**src/rtl/uart_txq_pkg.sv**
```systemverilog
// Shared types and constants for the UART transmit queue.
package uart_pkg;

  localparam int unsigned DEFAULT_DEPTH = 16;

  localparam logic [7:0] ASCII_CR = 8'h0D;
  localparam logic [7:0] ASCII_LF = 8'h0A;

  typedef enum logic [1:0] {
    S_IDLE,
    S_STROBE,
    S_WAIT_BUSY,
    S_WAIT_IDLE
  } state_e;

endpackage

```
**src/rtl/uart_txq_if.sv**
```systemverilog
// Byte-push and transmitter-handshake bundle for uart_txq; master drives pushes and tx_idle.
interface uart_txq_if #(
  parameter int unsigned AW = 4
) ();

  logic          wr_en;
  logic [7:0]    wr_data;
  logic          tx_idle;
  logic [7:0]    tx_data;
  logic          tx_wrsig;
  logic          full;
  logic          empty;
  logic [AW:0]   count;
  logic          overflow;

  modport master (
    output wr_en, wr_data, tx_idle,
    input  tx_data, tx_wrsig, full, empty, count, overflow
  );

  modport slave (
    input  wr_en, wr_data, tx_idle,
    output tx_data, tx_wrsig, full, empty, count, overflow
  );

endinterface

```
**src/rtl/uart_txq_sync_fifo.sv**
```systemverilog
// Single-clock FIFO with reject-when-full pushes and a sticky overflow flag.
module sync_fifo #(
  parameter int unsigned DEPTH = 16,
  parameter int unsigned AW    = 4,
  parameter int unsigned DW    = 8
) (
  input  logic          clk_i,
  input  logic          reset_i,
  input  logic          push_i,
  input  logic [DW-1:0] wdata_i,
  input  logic          pop_i,
  output logic [DW-1:0] rdata_o,
  output logic          full_o,
  output logic          empty_o,
  output logic [AW:0]   count_o,
  output logic          overflow_o
);

  logic [DW-1:0] mem_q [DEPTH];
  logic [AW-1:0] wptr_q, wptr_d;
  logic [AW-1:0] rptr_q, rptr_d;
  logic [AW:0]   count_q, count_d;
  logic          overflow_q, overflow_d;
  logic          push_ok, pop_ok;

  // Both flags come from the registered count, so a full queue rejects a
  // push even when a pop frees a slot in the same cycle.
  assign full_o  = (count_q == (AW+1)'(DEPTH));
  assign empty_o = (count_q == '0);
  assign push_ok = push_i & ~full_o;
  assign pop_ok  = pop_i & ~empty_o;

  always_comb begin
    wptr_d     = wptr_q;
    rptr_d     = rptr_q;
    count_d    = count_q;
    overflow_d = overflow_q;
    if (push_ok) wptr_d = wptr_q + AW'(1);
    if (pop_ok)  rptr_d = rptr_q + AW'(1);
    if (push_ok && !pop_ok)      count_d = count_q + (AW+1)'(1);
    else if (pop_ok && !push_ok) count_d = count_q - (AW+1)'(1);
    if (push_i && full_o) overflow_d = 1'b1;
  end

  always_ff @(posedge clk_i) begin
    if (reset_i) begin
      wptr_q     <= '0;
      rptr_q     <= '0;
      count_q    <= '0;
      overflow_q <= 1'b0;
    end else begin
      wptr_q     <= wptr_d;
      rptr_q     <= rptr_d;
      count_q    <= count_d;
      overflow_q <= overflow_d;
    end
  end

  always_ff @(posedge clk_i) begin
    if (push_ok) mem_q[wptr_q] <= wdata_i;
  end

  assign rdata_o    = mem_q[rptr_q];
  assign count_o    = count_q;
  assign overflow_o = overflow_q;

endmodule

```
**src/rtl/uart_txq.sv**
```systemverilog
// UART transmit queue: FIFO plus drain FSM feeding the transmitter one byte per strobe.
// Define UART_TXQ_CRLF_EN to insert a CR before any LF not already preceded by CR.
module uart_txq
  import uart_pkg::*;
#(
  parameter int unsigned DEPTH    = DEFAULT_DEPTH,
  parameter int unsigned AW       = 4,
  parameter int unsigned BUSY_TMO = 32
) (
  input  logic       clk_i,
  input  logic       reset_i,
  uart_txq_if.slave  bus
);

  localparam int unsigned TmoW = $clog2(BUSY_TMO + 1);

  state_e          state_q, state_d;
  logic [7:0]      tx_data_q, tx_data_d;
  logic [TmoW-1:0] tmo_q, tmo_d;
  logic            pop;
  logic [7:0]      head;
  logic            fifo_empty;

`ifdef UART_TXQ_CRLF_EN
  logic            last_cr_q, last_cr_d;
`endif

  sync_fifo #(
    .DEPTH (DEPTH),
    .AW    (AW),
    .DW    (8)
  ) u_fifo (
    .clk_i      (clk_i),
    .reset_i    (reset_i),
    .push_i     (bus.wr_en),
    .wdata_i    (bus.wr_data),
    .pop_i      (pop),
    .rdata_o    (head),
    .full_o     (bus.full),
    .empty_o    (fifo_empty),
    .count_o    (bus.count),
    .overflow_o (bus.overflow)
  );

  always_comb begin
    state_d   = state_q;
    tx_data_d = tx_data_q;
    tmo_d     = tmo_q;
    pop       = 1'b0;
`ifdef UART_TXQ_CRLF_EN
    last_cr_d = last_cr_q;
`endif
    unique case (state_q)
      S_IDLE: begin
        if (!fifo_empty && bus.tx_idle) begin
`ifdef UART_TXQ_CRLF_EN
          // The inserted CR leaves the LF at the head for the next pass.
          if (head == ASCII_LF && !last_cr_q) begin
            tx_data_d = ASCII_CR;
          end else begin
            tx_data_d = head;
            pop       = 1'b1;
          end
          last_cr_d = (tx_data_d == ASCII_CR);
`else
          tx_data_d = head;
          pop       = 1'b1;
`endif
          state_d = S_STROBE;
        end
      end
      S_STROBE: begin
        tmo_d   = '0;
        state_d = S_WAIT_BUSY;
      end
      S_WAIT_BUSY: begin
        // The timeout covers a transmitter that never visibly goes busy.
        if (!bus.tx_idle || tmo_q == TmoW'(BUSY_TMO - 1)) begin
          state_d = S_WAIT_IDLE;
        end else begin
          tmo_d = tmo_q + TmoW'(1);
        end
      end
      S_WAIT_IDLE: begin
        if (bus.tx_idle) state_d = S_IDLE;
      end
      default: state_d = S_IDLE;
    endcase
  end

  always_ff @(posedge clk_i) begin
    if (reset_i) begin
      state_q   <= S_IDLE;
      tx_data_q <= 8'h00;
      tmo_q     <= '0;
    end else begin
      state_q   <= state_d;
      tx_data_q <= tx_data_d;
      tmo_q     <= tmo_d;
    end
  end

`ifdef UART_TXQ_CRLF_EN
  always_ff @(posedge clk_i) begin
    if (reset_i) last_cr_q <= 1'b0;
    else         last_cr_q <= last_cr_d;
  end
`endif

  assign bus.tx_data  = tx_data_q;
  assign bus.tx_wrsig = (state_q == S_STROBE);
  assign bus.empty    = fifo_empty;

endmodule

```
**src/flat_wrapper.sv**
```systemverilog
// flat-port wrapper written by rule: the top's interface ports become plain ports
module uart_txq_flat import uart_pkg::*;
#(
  parameter int unsigned DEPTH    = DEFAULT_DEPTH,
  parameter int unsigned AW       = 4,
  parameter int unsigned BUSY_TMO = 32
)
  (clk_i, reset_i, bus_wr_en, bus_wr_data, bus_tx_idle, bus_tx_data, bus_tx_wrsig, bus_full, bus_empty, bus_count, bus_overflow);
  uart_txq_if #(.AW(AW)) bus_i ();
  input  logic clk_i;
  input  logic reset_i;
  input wire logic [$bits(bus_i.wr_en)-1:0] bus_wr_en;
  input wire logic [$bits(bus_i.wr_data)-1:0] bus_wr_data;
  input wire logic [$bits(bus_i.tx_idle)-1:0] bus_tx_idle;
  output wire logic [$bits(bus_i.tx_data)-1:0] bus_tx_data;
  output wire logic [$bits(bus_i.tx_wrsig)-1:0] bus_tx_wrsig;
  output wire logic [$bits(bus_i.full)-1:0] bus_full;
  output wire logic [$bits(bus_i.empty)-1:0] bus_empty;
  output wire logic [$bits(bus_i.count)-1:0] bus_count;
  output wire logic [$bits(bus_i.overflow)-1:0] bus_overflow;
  assign bus_i.wr_en = bus_wr_en;
  assign bus_i.wr_data = bus_wr_data;
  assign bus_i.tx_idle = bus_tx_idle;
  assign bus_tx_data = bus_i.tx_data;
  assign bus_tx_wrsig = bus_i.tx_wrsig;
  assign bus_full = bus_i.full;
  assign bus_empty = bus_i.empty;
  assign bus_count = bus_i.count;
  assign bus_overflow = bus_i.overflow;
  uart_txq #(.DEPTH(DEPTH), .AW(AW), .BUSY_TMO(BUSY_TMO)) u_core (.clk_i(clk_i), .reset_i(reset_i), .bus(bus_i));
endmodule
```
**config.mk**
```make
export PLATFORM = sky130hd
export DESIGN_NAME = uart_txq_flat
export DESIGN_NICKNAME = d
export VERILOG_FILES = /design/src/rtl/uart_txq_pkg.sv /design/src/rtl/uart_txq_if.sv /design/src/rtl/uart_txq_sync_fifo.sv /design/src/rtl/uart_txq.sv /design/src/flat_wrapper.sv
export SDC_FILE = /design/constraint.sdc
export NUM_CORES = 1
export LEC_CHECK = 0
export CORE_MARGIN = 1
export CORE_UTILIZATION = 45
export DETAILED_ROUTE_END_ITERATION = 16
export MAX_ROUTING_LAYER = met4
export PLACE_DENSITY_LB_ADDON = 0.15
export SYNTH_ARGS = -nofsm -noshare
export SYNTH_HDL_FRONTEND = slang
export SYNTH_SLANG_ARGS = --single-unit
export TNS_END_PERCENT = 1
```
**constraint.sdc**
```tcl
create_clock -name clk_i -period 8.3 [get_ports clk_i]
set_input_delay 1.66 -clock clk_i [delete_from_list [all_inputs] [get_ports clk_i]]
set_output_delay 1.66 -clock clk_i [all_outputs]
set_load 0.03 [all_outputs]
```
==> results.toml <==
[synth]
postSynth.asyncResetShare = 0
syn-instance-count = 449
avgSynthCellArea_sq_um = 14.5
synth-seq-cells = 158
yosysTopAreaCell = "edfxtp_1"
synth.top_cell.area_share = 0.588
yosysWarnings = 0
synthFlopType = "edfxtp_1"
syn-num-nets = 477
ys_seq_area_frac = 0.680
synthTopCellsByArea = "edfxtp_1 59%, mux2i_1 11%, dfxtp_1 9.2%"
syn_area_sq_um = 6530
synth-edff-count = 128
synth.distinct_cells = 45

[layout]
finalNonFillerCells = 666
area_delta_synth_final_pct = 15.0
layout_commonest_cell = "edfxtp_1"
utilization = 0.535
drive_gt1_frac = 0.0741
antenna_cells = 0
fin_nets = 502
final_cell_mix = "128 x edfxtp_1, 69 x mux2i_1, 40 x nor2_1"
fin_area_sq_um = 7510

[drt]
vias_per_cell = 5.55
met1Wirelength_mm = 6.28
routed.top_layer = "met4"
drtPass1Iterations = 4
drt-total-wl_mm = 13.3
vias = 3693
wl_per_cell_um = 20.0
routed-wl-met3_um = 448
first_iter_violations = 283
drc_errors = 0
wl_met2_mm = 6.40
ant_nets = 0

[power]
p_per_area_nw_per_um2 = 293
vdd_drop_max_v = 0.000160
p_leak_nw = 2.37
switching_share = 0.291
internal-power_mw = 1.56
power.total_mw = 2.20
p_sw_mw = 0.641
p_seq_frac = 0.436
combPwrFrac = 0.218
pwr-share-clk = 0.346

[floorplanning]
ios = 29
dieWidth_um = 122
die_area_sq_um = 15000
initial_core_util = 0.465
rows = 43
coreArea_sq_um = 14000
die_y_um = 122

[sta]
finalHoldViolations = 0
setup_slack_ns = 3.84
tns_ns = 0
setup_viol = 0
worst_slew_pin_slew_ns = 1.21
drv_slew = 0
fin_hold_ws_ns = 0.492
rsz0062_at_grt = "false"
fin_crit_ns = 4.46
max_freq_ghz = 0.224
fin_worst_skew_ns = 0.00515
slew_headroom = 0.191
finalCritPeriodShare = 0.538

[placed_design]
dp_hpwl_mm = 8.53
pre_cts_slack_ns = 3.44
placed_cells = 635
gp_congestion = 0.774
portBuffers = 28
postPlaceCellArea_sq_um = 6930

[hold_path]
whs_path_depth = 2
hold_path.class = "reg2reg"

[critical_path]
crit_path_max_fanout = 19
ff2ff_path_depth = 12
arrival_ns = 4.77
crit_path_end_kind = "flip-flop"
rrSetupSlack_ns = 4.95
crit_type = "in2reg"
cp.required_ns = 8.61
critPathLaunchType = "input pin"

[grt]
antenna_found_initial = 0
grt.total_usage = 0.198
grt_max_degree = 65
grt-ovfl-total = 0
grt_pass1_vias = 3585
grt_pass1_wl_mm = 20.4

[clock_tree]
cts_setup_buffers = 0
cts-root-buf = "clkbuf_16"
cts_tree = "done"
cts_buffers = 17
cts_buffer_depth = 2
path_clk_slew_ns = 0.06
cts_hold_buffers = 0
clock-sinks = 158
h-tree-depth = 4
insertion_delay_ns = 0.42
post_cts_resized = 0

[outcome]
status = "finished, final reports clean"

[job]
cap_violations = 0
-- synth_stat cells (all sizes together) (2+ instances only) --
cell type	count
a211oi	9
a21boi	2
a21o	3
a21oi	12
a31oi	2
and2	2
and3	2
buf	14
clkbuf	10
dfxtp	30
edfxtp	128
ha	15
inv	8
mux2i	69
nand2	8
nand2b	5
nand3	6
nand3b	4
nor2	40
nor3	7
nor4	9
o211ai	4
o21ai	3
o22ai	32
or3b	3
or4	2
xnor2	3
xor2	6
-- sequential cells by signal, indices dropped and copies added, names as in the netlist --
| register | flops |
|---|---|
| u_core.bus.tx_data | 8 |
| u_core.u_fifo.rptr_q | 4 |
| u_core.u_fifo.mem_q | 128 |
| u_core.u_fifo.count_o | 5 |
| u_core.u_fifo.overflow_o | 1 |
| u_core.u_fifo.wptr_q | 4 |
| u_core.tmo_q | 6 |
| u_core.state_q | 2 |
-- kinds of logic (layout without fill, tap and decap cells) --
family / count (synthesis) / in the layout / synth area share
mux: 70 / 70 / 0.107
flops: 158 / 158 / 0.680
fa+ha+maj: 16 / 16 / 0.0318
xor+xnor: 9 / 9 / 0.0121
simple gates: 92 / 92 / 0.0707
buf+inv: 32 / 69 / 0.0234
compound gates: 72 / 72 / 0.0743
-- power by group through the flow --
stage / Sequential [mW] / Clock, mW / Combinational [mW]
5_1_grt: 0.970 / 0.805 / 0.525
2_1_floorplan: 1.01 / 0 / 0.283
3_5_place_dp: 0.978 / 0 / 0.480
4_1_cts: 0.962 / 0.773 / 0.483
3_3_place_gp: 0.975 / 0 / 0.471
6_report: 0.961 / 0.762 / 0.479
-- cell type report --
class | instances | area [sq um]
Clock inverter | 14 | 151
Tap cell | 180 | 225
Inverter | 8 | 30.0
Multi-Input combinational cell | 259 | 1940
Timing Repair Buffer | 30 | 295
Clock buffer | 17 | 425
Sequential cell | 158 | 4450
Fill cell | 1188 | 6530
-- layer usage --
| layer | GRT usage | vias to the layer above |
|---|---|---|
| met5 | - | - |
| met3 | 0.0483 | 14 |
| met1 | 0.260 | 1835 |
| met2 | 0.297 | 69 |
| li1 | - | 1775 |
| met4 | 0.0755 | 0 |
-- critical path: stages --
cell             delay, ns
clkdlybuf4s50_1       0.52
and2_1                0.18
a21boi_2              0.66
inv_1                 0.11
ha_1                  0.23
inv_1                 0.16
ha_1                  0.29
a21o_1                0.19
a21oi_1               0.19
mux2i_1               0.22
mux2_2                0.34
-- worst paths after layout --
| kind | start | endpoint |
|---|---|---|
| worst min register to register | u_core.u_fifo.overflow_o | u_core.u_fifo.overflow_o |
| worst max register to register | u_core.state_q[1] | u_core.u_fifo.count_o[4] |
| worst min-delay path | u_core.u_fifo.overflow_o | u_core.u_fifo.overflow_o |
| worst max-delay path | bus_tx_idle | u_core.u_fifo.count_o[4] |
Power figures use the tool's default switching activity.
